===== config.mk =====
export PLATFORM = sky130hd
export DESIGN_NAME = pe_rr_arbiter_flat
export DESIGN_NICKNAME = d
export VERILOG_FILES = /design/src/rtl/pe_rr_arbiter_if.sv /design/src/rtl/pe_rr_arbiter.sv /design/src/flat_wrapper.sv
export SDC_FILE = /design/constraint.sdc
export NUM_CORES = 1
export LEC_CHECK = 0
export BUFFER_PORTS_ARGS = -buffer_cell sky130_fd_sc_hd__buf_2
export CAP_MARGIN = 10
export CELL_PAD_IN_SITES_DETAIL_PLACEMENT = 1
export CELL_PAD_IN_SITES_GLOBAL_PLACEMENT = 1
export CORE_MARGIN = 2
export CORE_UTILIZATION = 40
export CTS_BUF_LIST = sky130_fd_sc_hd__clkbuf_16
export DETAILED_ROUTE_END_ITERATION = 8
export PLACE_DENSITY_LB_ADDON = 0.1
export REMOVE_ABC_BUFFERS = 1
export SYNTH_ARGS = -nofsm -noshare
export SYNTH_HDL_FRONTEND = slang
export SYNTH_SLANG_ARGS = --single-unit

===== constraint.sdc =====
create_clock -name clk -period 8 [get_ports clk]
set_input_delay 0.8 -clock clk [delete_from_list [all_inputs] [get_ports clk]]
set_output_delay 0.8 -clock clk [all_outputs]
set_load 0.01 [all_outputs]

===== src/rtl/pe_rr_arbiter_if.sv =====
// Handshake bundle between NUM_REQ requesters and the PE-array round-robin arbiter.
// The master side drives requests and done; the slave side (the arbiter) returns the grant.
interface pe_rr_arbiter_if #(
    parameter int NUM_REQ   = 8,
    parameter int IDX_WIDTH = $clog2(NUM_REQ)
);
    logic [NUM_REQ-1:0]   req;
    logic                 done;
    logic [NUM_REQ-1:0]   grant;
    logic [IDX_WIDTH-1:0] grant_idx;
    logic                 grant_valid;
    logic                 timeout_err;

    modport master (
        output req,
        output done,
        input  grant,
        input  grant_idx,
        input  grant_valid,
        input  timeout_err
    );

    modport slave (
        input  req,
        input  done,
        output grant,
        output grant_idx,
        output grant_valid,
        output timeout_err
    );
endinterface


===== src/rtl/pe_rr_arbiter.sv =====
// Round-robin arbiter for a shared PE-array resource: one grantee at a time, held until done,
// abandon or hold-watchdog timeout, with same-cycle re-arbitration on release.
module pe_rr_arbiter #(
    parameter int NUM_REQ   = 8,
    parameter int IDX_WIDTH = $clog2(NUM_REQ),
    parameter int MAX_HOLD  = 256,
    parameter int CNT_WIDTH = $clog2(MAX_HOLD + 1)
) (
    input  logic             clk,
    input  logic             rst_n,
    pe_rr_arbiter_if.slave   arb
);

    typedef enum logic {
        IDLE  = 1'b0,
        GRANT = 1'b1
    } state_t;

    localparam logic [IDX_WIDTH-1:0] LAST_IDX   = IDX_WIDTH'(NUM_REQ - 1);
    localparam logic [IDX_WIDTH:0]   NUM_REQ_W  = (IDX_WIDTH + 1)'(NUM_REQ);
    localparam logic [CNT_WIDTH-1:0] HOLD_LAST  = CNT_WIDTH'(MAX_HOLD - 1);

    state_t               state_reg, state_next;
    logic [IDX_WIDTH-1:0] ptr_reg, ptr_next;
    logic [CNT_WIDTH-1:0] hold_cnt_reg, hold_cnt_next;
    logic [IDX_WIDTH-1:0] grant_idx_reg, grant_idx_next;
    logic                 grant_valid_reg, grant_valid_next;
    logic [NUM_REQ-1:0]   grant_reg, grant_next;
    logic                 timeout_err_reg, timeout_err_next;

    logic                 hold_timeout;
    logic                 release_evt;
    logic [IDX_WIDTH-1:0] rel_ptr;

    logic [IDX_WIDTH-1:0] arb_ptr;
    logic [NUM_REQ-1:0]   arb_req;
    logic [IDX_WIDTH-1:0] cand_idx [NUM_REQ];
    logic [NUM_REQ-1:0]   cand_req;
    logic                 arb_found;
    logic [IDX_WIDTH-1:0] arb_idx;

    assign hold_timeout = (hold_cnt_reg == HOLD_LAST);
    assign release_evt  = arb.done || !arb.req[grant_idx_reg] || hold_timeout;
    assign rel_ptr      = (grant_idx_reg == LAST_IDX) ? '0 : grant_idx_reg + 1'b1;

    // In GRANT the arbiter only matters on release, where it starts after the releasing
    // index and excludes it, so a re-requesting grantee queues behind everyone else.
    assign arb_ptr = (state_reg == GRANT) ? rel_ptr : ptr_reg;
    assign arb_req = (state_reg == GRANT) ? (arb.req & ~grant_reg) : arb.req;

    // Candidate gi is the requester gi places after the pointer, wrapped without a modulo.
    genvar gi;
    generate
        for (gi = 0; gi < NUM_REQ; gi++) begin : g_rot
            logic [IDX_WIDTH:0] sum;
            assign sum          = {1'b0, arb_ptr} + (IDX_WIDTH + 1)'(gi);
            assign cand_idx[gi] = (sum >= NUM_REQ_W) ? IDX_WIDTH'(sum - NUM_REQ_W)
                                                     : IDX_WIDTH'(sum);
            assign cand_req[gi] = arb_req[cand_idx[gi]];
        end
    endgenerate

    always_comb begin
        arb_found = 1'b0;
        arb_idx   = '0;
        for (int k = NUM_REQ - 1; k >= 0; k--) begin
            if (cand_req[k]) begin
                arb_found = 1'b1;
                arb_idx   = cand_idx[k];
            end
        end
    end

    always_comb begin
        state_next       = state_reg;
        ptr_next         = ptr_reg;
        hold_cnt_next    = hold_cnt_reg;
        grant_idx_next   = grant_idx_reg;
        grant_valid_next = grant_valid_reg;
        timeout_err_next = 1'b0;

        case (state_reg)
            IDLE: begin
                if (arb_found) begin
                    state_next       = GRANT;
                    grant_idx_next   = arb_idx;
                    grant_valid_next = 1'b1;
                    hold_cnt_next    = '0;
                end
            end
            GRANT: begin
                if (release_evt) begin
                    ptr_next         = rel_ptr;
                    hold_cnt_next    = '0;
                    timeout_err_next = hold_timeout;
                    if (arb_found) begin
                        grant_idx_next   = arb_idx;
                        grant_valid_next = 1'b1;
                    end else begin
                        grant_valid_next = 1'b0;
                        state_next       = IDLE;
                    end
                end else begin
                    hold_cnt_next = hold_cnt_reg + 1'b1;
                end
            end
            default: begin
                state_next       = IDLE;
                grant_valid_next = 1'b0;
            end
        endcase
    end

    generate
        for (gi = 0; gi < NUM_REQ; gi++) begin : g_onehot
            assign grant_next[gi] = grant_valid_next && (grant_idx_next == IDX_WIDTH'(gi));
        end
    endgenerate

    always_ff @(posedge clk or negedge rst_n) begin
        if (!rst_n) begin
            state_reg       <= IDLE;
            ptr_reg         <= '0;
            hold_cnt_reg    <= '0;
            grant_idx_reg   <= '0;
            grant_valid_reg <= 1'b0;
            grant_reg       <= '0;
            timeout_err_reg <= 1'b0;
        end else begin
            state_reg       <= state_next;
            ptr_reg         <= ptr_next;
            hold_cnt_reg    <= hold_cnt_next;
            grant_idx_reg   <= grant_idx_next;
            grant_valid_reg <= grant_valid_next;
            grant_reg       <= grant_next;
            timeout_err_reg <= timeout_err_next;
        end
    end

    assign arb.grant       = grant_reg;
    assign arb.grant_idx   = grant_idx_reg;
    assign arb.grant_valid = grant_valid_reg;
    assign arb.timeout_err = timeout_err_reg;

endmodule

===== src/flat_wrapper.sv =====
// flat-port wrapper written by rule: the top's interface ports become plain ports
module pe_rr_arbiter_flat 
#(
    parameter int NUM_REQ   = 8,
    parameter int IDX_WIDTH = $clog2(NUM_REQ),
    parameter int MAX_HOLD  = 256,
    parameter int CNT_WIDTH = $clog2(MAX_HOLD + 1)
)
  (clk, rst_n, arb_req, arb_done, arb_grant, arb_grant_idx, arb_grant_valid, arb_timeout_err);
  pe_rr_arbiter_if #(.NUM_REQ(NUM_REQ), .IDX_WIDTH(IDX_WIDTH)) arb_i ();
  input  logic clk;
  input  logic rst_n;
  input wire logic [$bits(arb_i.req)-1:0] arb_req;
  input wire logic [$bits(arb_i.done)-1:0] arb_done;
  output wire logic [$bits(arb_i.grant)-1:0] arb_grant;
  output wire logic [$bits(arb_i.grant_idx)-1:0] arb_grant_idx;
  output wire logic [$bits(arb_i.grant_valid)-1:0] arb_grant_valid;
  output wire logic [$bits(arb_i.timeout_err)-1:0] arb_timeout_err;
  assign arb_i.req = arb_req;
  assign arb_i.done = arb_done;
  assign arb_grant = arb_i.grant;
  assign arb_grant_idx = arb_i.grant_idx;
  assign arb_grant_valid = arb_i.grant_valid;
  assign arb_timeout_err = arb_i.timeout_err;
  pe_rr_arbiter #(.NUM_REQ(NUM_REQ), .IDX_WIDTH(IDX_WIDTH), .MAX_HOLD(MAX_HOLD), .CNT_WIDTH(CNT_WIDTH)) u_core (.clk(clk), .rst_n(rst_n), .arb(arb_i));
endmodule

==> metrics.md <==
| Metric | Value |
|---|---|
| Result of the run | `finished, final reports clean` |
| Core Util, Final | `45.72%` |
| Unrepaired setup endpoints after global routing | `false` |
| Count of buffers from port buffering | `23` |
| Residual DRC | `0` |
| Via count | `2,123` |
| Category of the most critical setup path | `reg -> reg` |
| Aggregate global routing overflow | `0` |
| Final Skew | `0.001097 ns` |
| Final setup fails | `0` |
| Min-Delay Path Depth | `1` |
| Antenna violations before repair | `0` |
| Pin count of the biggest net entering global routing | `39` |
| Placed wire-length estimate | `5609 um` |
| Count of hold-fix buffers inserted at cts | `0` |
| Capture point of the worst path | `u_core.arb.grant[1]$_DFF_PN0_` |
| PostCTS Resize Cnt | `0` |
| Critical-path cell list | `ha_1, ha_1, nor3b_2, nor2_2, mux4_2, a222oi_1, o21ai_2, o211a_1, o221a_1, o41ai_4, nor3b_1` |
| Primary flip-flop cell chosen by synthesis mapping | `sky130_fd_sc_hd__dfrtp_1` |
| GP Congestion | `0.8967` |
| Iteration count of the initial detailed-routing pass | `4` |
| Violation count after the first detailed-route iteration | `137` |
| Synth unique cells | `62` |
| Die Footprint | `0.006233 mm^2` |
| Critical path fanouts, max | `9` |
| Final Hold Vio Count | `0` |
| Total routing resource utilization after global routing | `24.40%` |
| Req. time, crit path | `8.17 ns` |
| Share of the clock period used by the worst path after layout | `53.30%` |
| Reported max-cap violation count | `0` |
| Clock buffer depth | `2` |
| Number of cells on the worst reg-to-reg path | `11` |
| Mean post-synth cell area | `8.676 um^2` |
| Number of fillers in the final layout | `665` |
| Fraction of final layout cells sized beyond drive strength 1 | `19.71%` |
| Number of post-CTS setup repair buffers | `0` |
| Number of flip-flops and latches in the synthesized netlist | `26` |
| Post-Syn Area | `0.002247 mm^2` |
| Synthesis warning total | `0` |
| Count of nets left with antenna violations after detail routing | `0` |
| X dimension of the die | `78.95 um` |
| Count of clock tree sinks | `26` |
| Worst slew margin relative to its limit | `33.69%` |
| Slew Viols, Final | `0` |
| Startpoint of the worst-slack reg-to-reg timing path | `u_core.arb.grant_idx[1]$_DFF_PN0_` |
| Fraction of the yosys area taken by sequential cells | `28.95%` |
| Wire length of the first global-routing pass | `11,660 um` |
| Register-to-register path setup slack | `3.74 ns` |
| H-tree levels | `1` |
| Area inside the core boundary | `0.005473 mm^2` |
| Worst skew pair latency | `0.26 ns` |
| Net total in the final layout | `296` |
| # diodes | `0` |
| P&R area growth vs syn | `11.36%` |
| Kind of end point of the critical path | `flop` |
| Buffer type at the clock tree root | `sky130_fd_sc_hd__clkbuf_16` |
| Asr flop ratio synth | `100.0%` |
| TritonCTS clock tree | `yes` |
| WP depth | `11` |
| Crit path max-delay cell type | `sky130_fd_sc_hd__a222oi_1` |
| Worst stage delay on the critical path | `0.90 ns` |
| Initial core utilization | `41.06%` |
| Number of flip-flops in the largest register | `9` |
| Commonest cells after routing, fill and taps aside | `sky130_fd_sc_hd__nand2_1, sky130_fd_sc_hd__dfrtp_1, sky130_fd_sc_hd__o21ai_0, sky130_fd_sc_hd__buf_2, sky130_fd_sc_hd__nor2_1` |
| Kind of launch point of the worst setup path | `flop` |
| Per-cell via count in the routed design | `6.048` |
| Die H | `78.95 um` |
| Via count of the first global-routing pass | `2,139` |
| WL per Instance | `20.18 um` |
| Sum of negative setup slack | `0 ns` |
| Most used cell along the critical path | `sky130_fd_sc_hd__ha_1` |
| Top Family by Delay on Critical Path | `compound AO/OA/AOI/OAI gates` |
| Source of the critical timing path | `u_core.arb.grant_idx[1]$_DFF_PN0_` |
| Top Ports | `24` |
| Data arrival time of the worst path | `4.43 ns` |
| Final wirelength | `7084 um` |
| Number of buffer and inverter stages on the critical path | `0` |
| Worst-path clk slew | `0.06 ns` |
| Highest clock frequency the design can meet | `234.5 MHz` |
| Number of enable-type register cells in the synthesized netlist | `0` |
| Worst r2r dst | `u_core.arb.grant[1]$_DFF_PN0_` |
| Path category of the worst min-delay check | `reg -> reg` |
| Synthesized instance count | `259` |
| Worst-Margin Slew | `0.9947 ns` |
| CTS buffer count | `3` |
| Number of placement rows | `27` |
| Final critical-path required period | `4.264 ns` |
| Leading cell type in the layout, fill and taps excluded | `sky130_fd_sc_hd__nand2_1` |
cell usage after synthesis, types with 6 or more instances:
library cell               count  share of area (%)
sky130_fd_sc_hd__nand2_1      43                7.2
sky130_fd_sc_hd__dfrtp_1      26                 29
sky130_fd_sc_hd__o21ai_0      23                5.1
sky130_fd_sc_hd__nor2_1       15                2.5
sky130_fd_sc_hd__inv_1        10                1.7
sky130_fd_sc_hd__nand2b_1      9                2.5
sky130_fd_sc_hd__a21oi_1       7                1.6
sky130_fd_sc_hd__and3_1        7                1.9
sky130_fd_sc_hd__nand3_1       7                1.6
sky130_fd_sc_hd__mux2i_1       6                2.7
sky130_fd_sc_hd__mux4_2        6                6.0
sky130_fd_sc_hd__nor3_1        6                1.3
how the worst min path moves through the flow:
stage	from	to	slack (ns)
floorplan	u_core.hold_cnt_reg[7]$_DFFE_PN0P_	u_core.hold_cnt_reg[7]$_DFFE_PN0P_	0.44
global placement	u_core.hold_cnt_reg[8]$_DFFE_PN0P_	u_core.hold_cnt_reg[8]$_DFFE_PN0P_	0.47
detailed placement	u_core.hold_cnt_reg[7]$_DFFE_PN0P_	u_core.hold_cnt_reg[7]$_DFFE_PN0P_	0.47
CTS	u_core.hold_cnt_reg[7]$_DFFE_PN0P_	u_core.hold_cnt_reg[7]$_DFFE_PN0P_	0.49
global route	u_core.hold_cnt_reg[7]$_DFFE_PN0P_	u_core.hold_cnt_reg[7]$_DFFE_PN0P_	0.53
finish	u_core.hold_cnt_reg[7]$_DFFE_PN0P_	u_core.hold_cnt_reg[7]$_DFFE_PN0P_	0.48
per-stage QoR:
| stage | hold WS [ns] | std cells | instance area (um^2) | worst slack (ns) |
|---|---|---|---|---|
| detailed placement | 0.4716 | 347 | 2424 | 3.758 |
| CTS | 0.4859 | 351 | 2502 | 3.757 |
| global placement | 0.4677 | 347 | 2424 | 3.745 |
| finish | 0.4789 | 351 | 2502 | 3.736 |
| floorplan | 0.4375 | 251 | 2211 | 4.397 |
| global route | 0.5256 | 351 | 2502 | 3.462 |
metal layers:
| metal | up-vias | GRT usage [%] | wire length [um] |
|---|---|---|---|
| met1 | 1043 | 35.83 | 3419 |
| met4 | 0 | 4.655 | 98 |
| met2 | 59 | 39.23 | 3210 |
| met3 | 7 | 2.727 | 355 |
| met5 | - | 0 | 0 |
| li1 | 1014 | - | - |
cells by family (layout without fill, tap and decap cells):
group / count (synthesis) / count (layout) / synth area share, %
muxes: 20 / 20 / 14.70
buffers and inverters: 20 / 40 / 3.620
adders and majority gates: 5 / 5 / 2.784
xor gates and xnor gates: 6 / 6 / 2.339
AOI/OAI and AO/OA: 73 / 73 / 23.27
DFF: 26 / 26 / 28.95
and+or+nand+nor: 109 / 109 / 24.33
cell type report:
| cell class | count | area, um^2 | share of cell area [%] |
|---|---|---|---|
| clock buffer | 3 | 75.07 | 3.000 |
| clock inverter | 1 | 3.754 | 0.1500 |
| inverter | 12 | 45.04 | 1.800 |
| multi-input combinational | 213 | 1515 | 60.55 |
| sequential | 26 | 650.6 | 26.00 |
| tap | 72 | 90.09 | 3.600 |
| timing repair buffer | 24 | 122.6 | 4.900 |
Power is left out: the tool's default activity adds up to more than one toggle a clock period on the data nets, which glitch-free logic cannot reach.
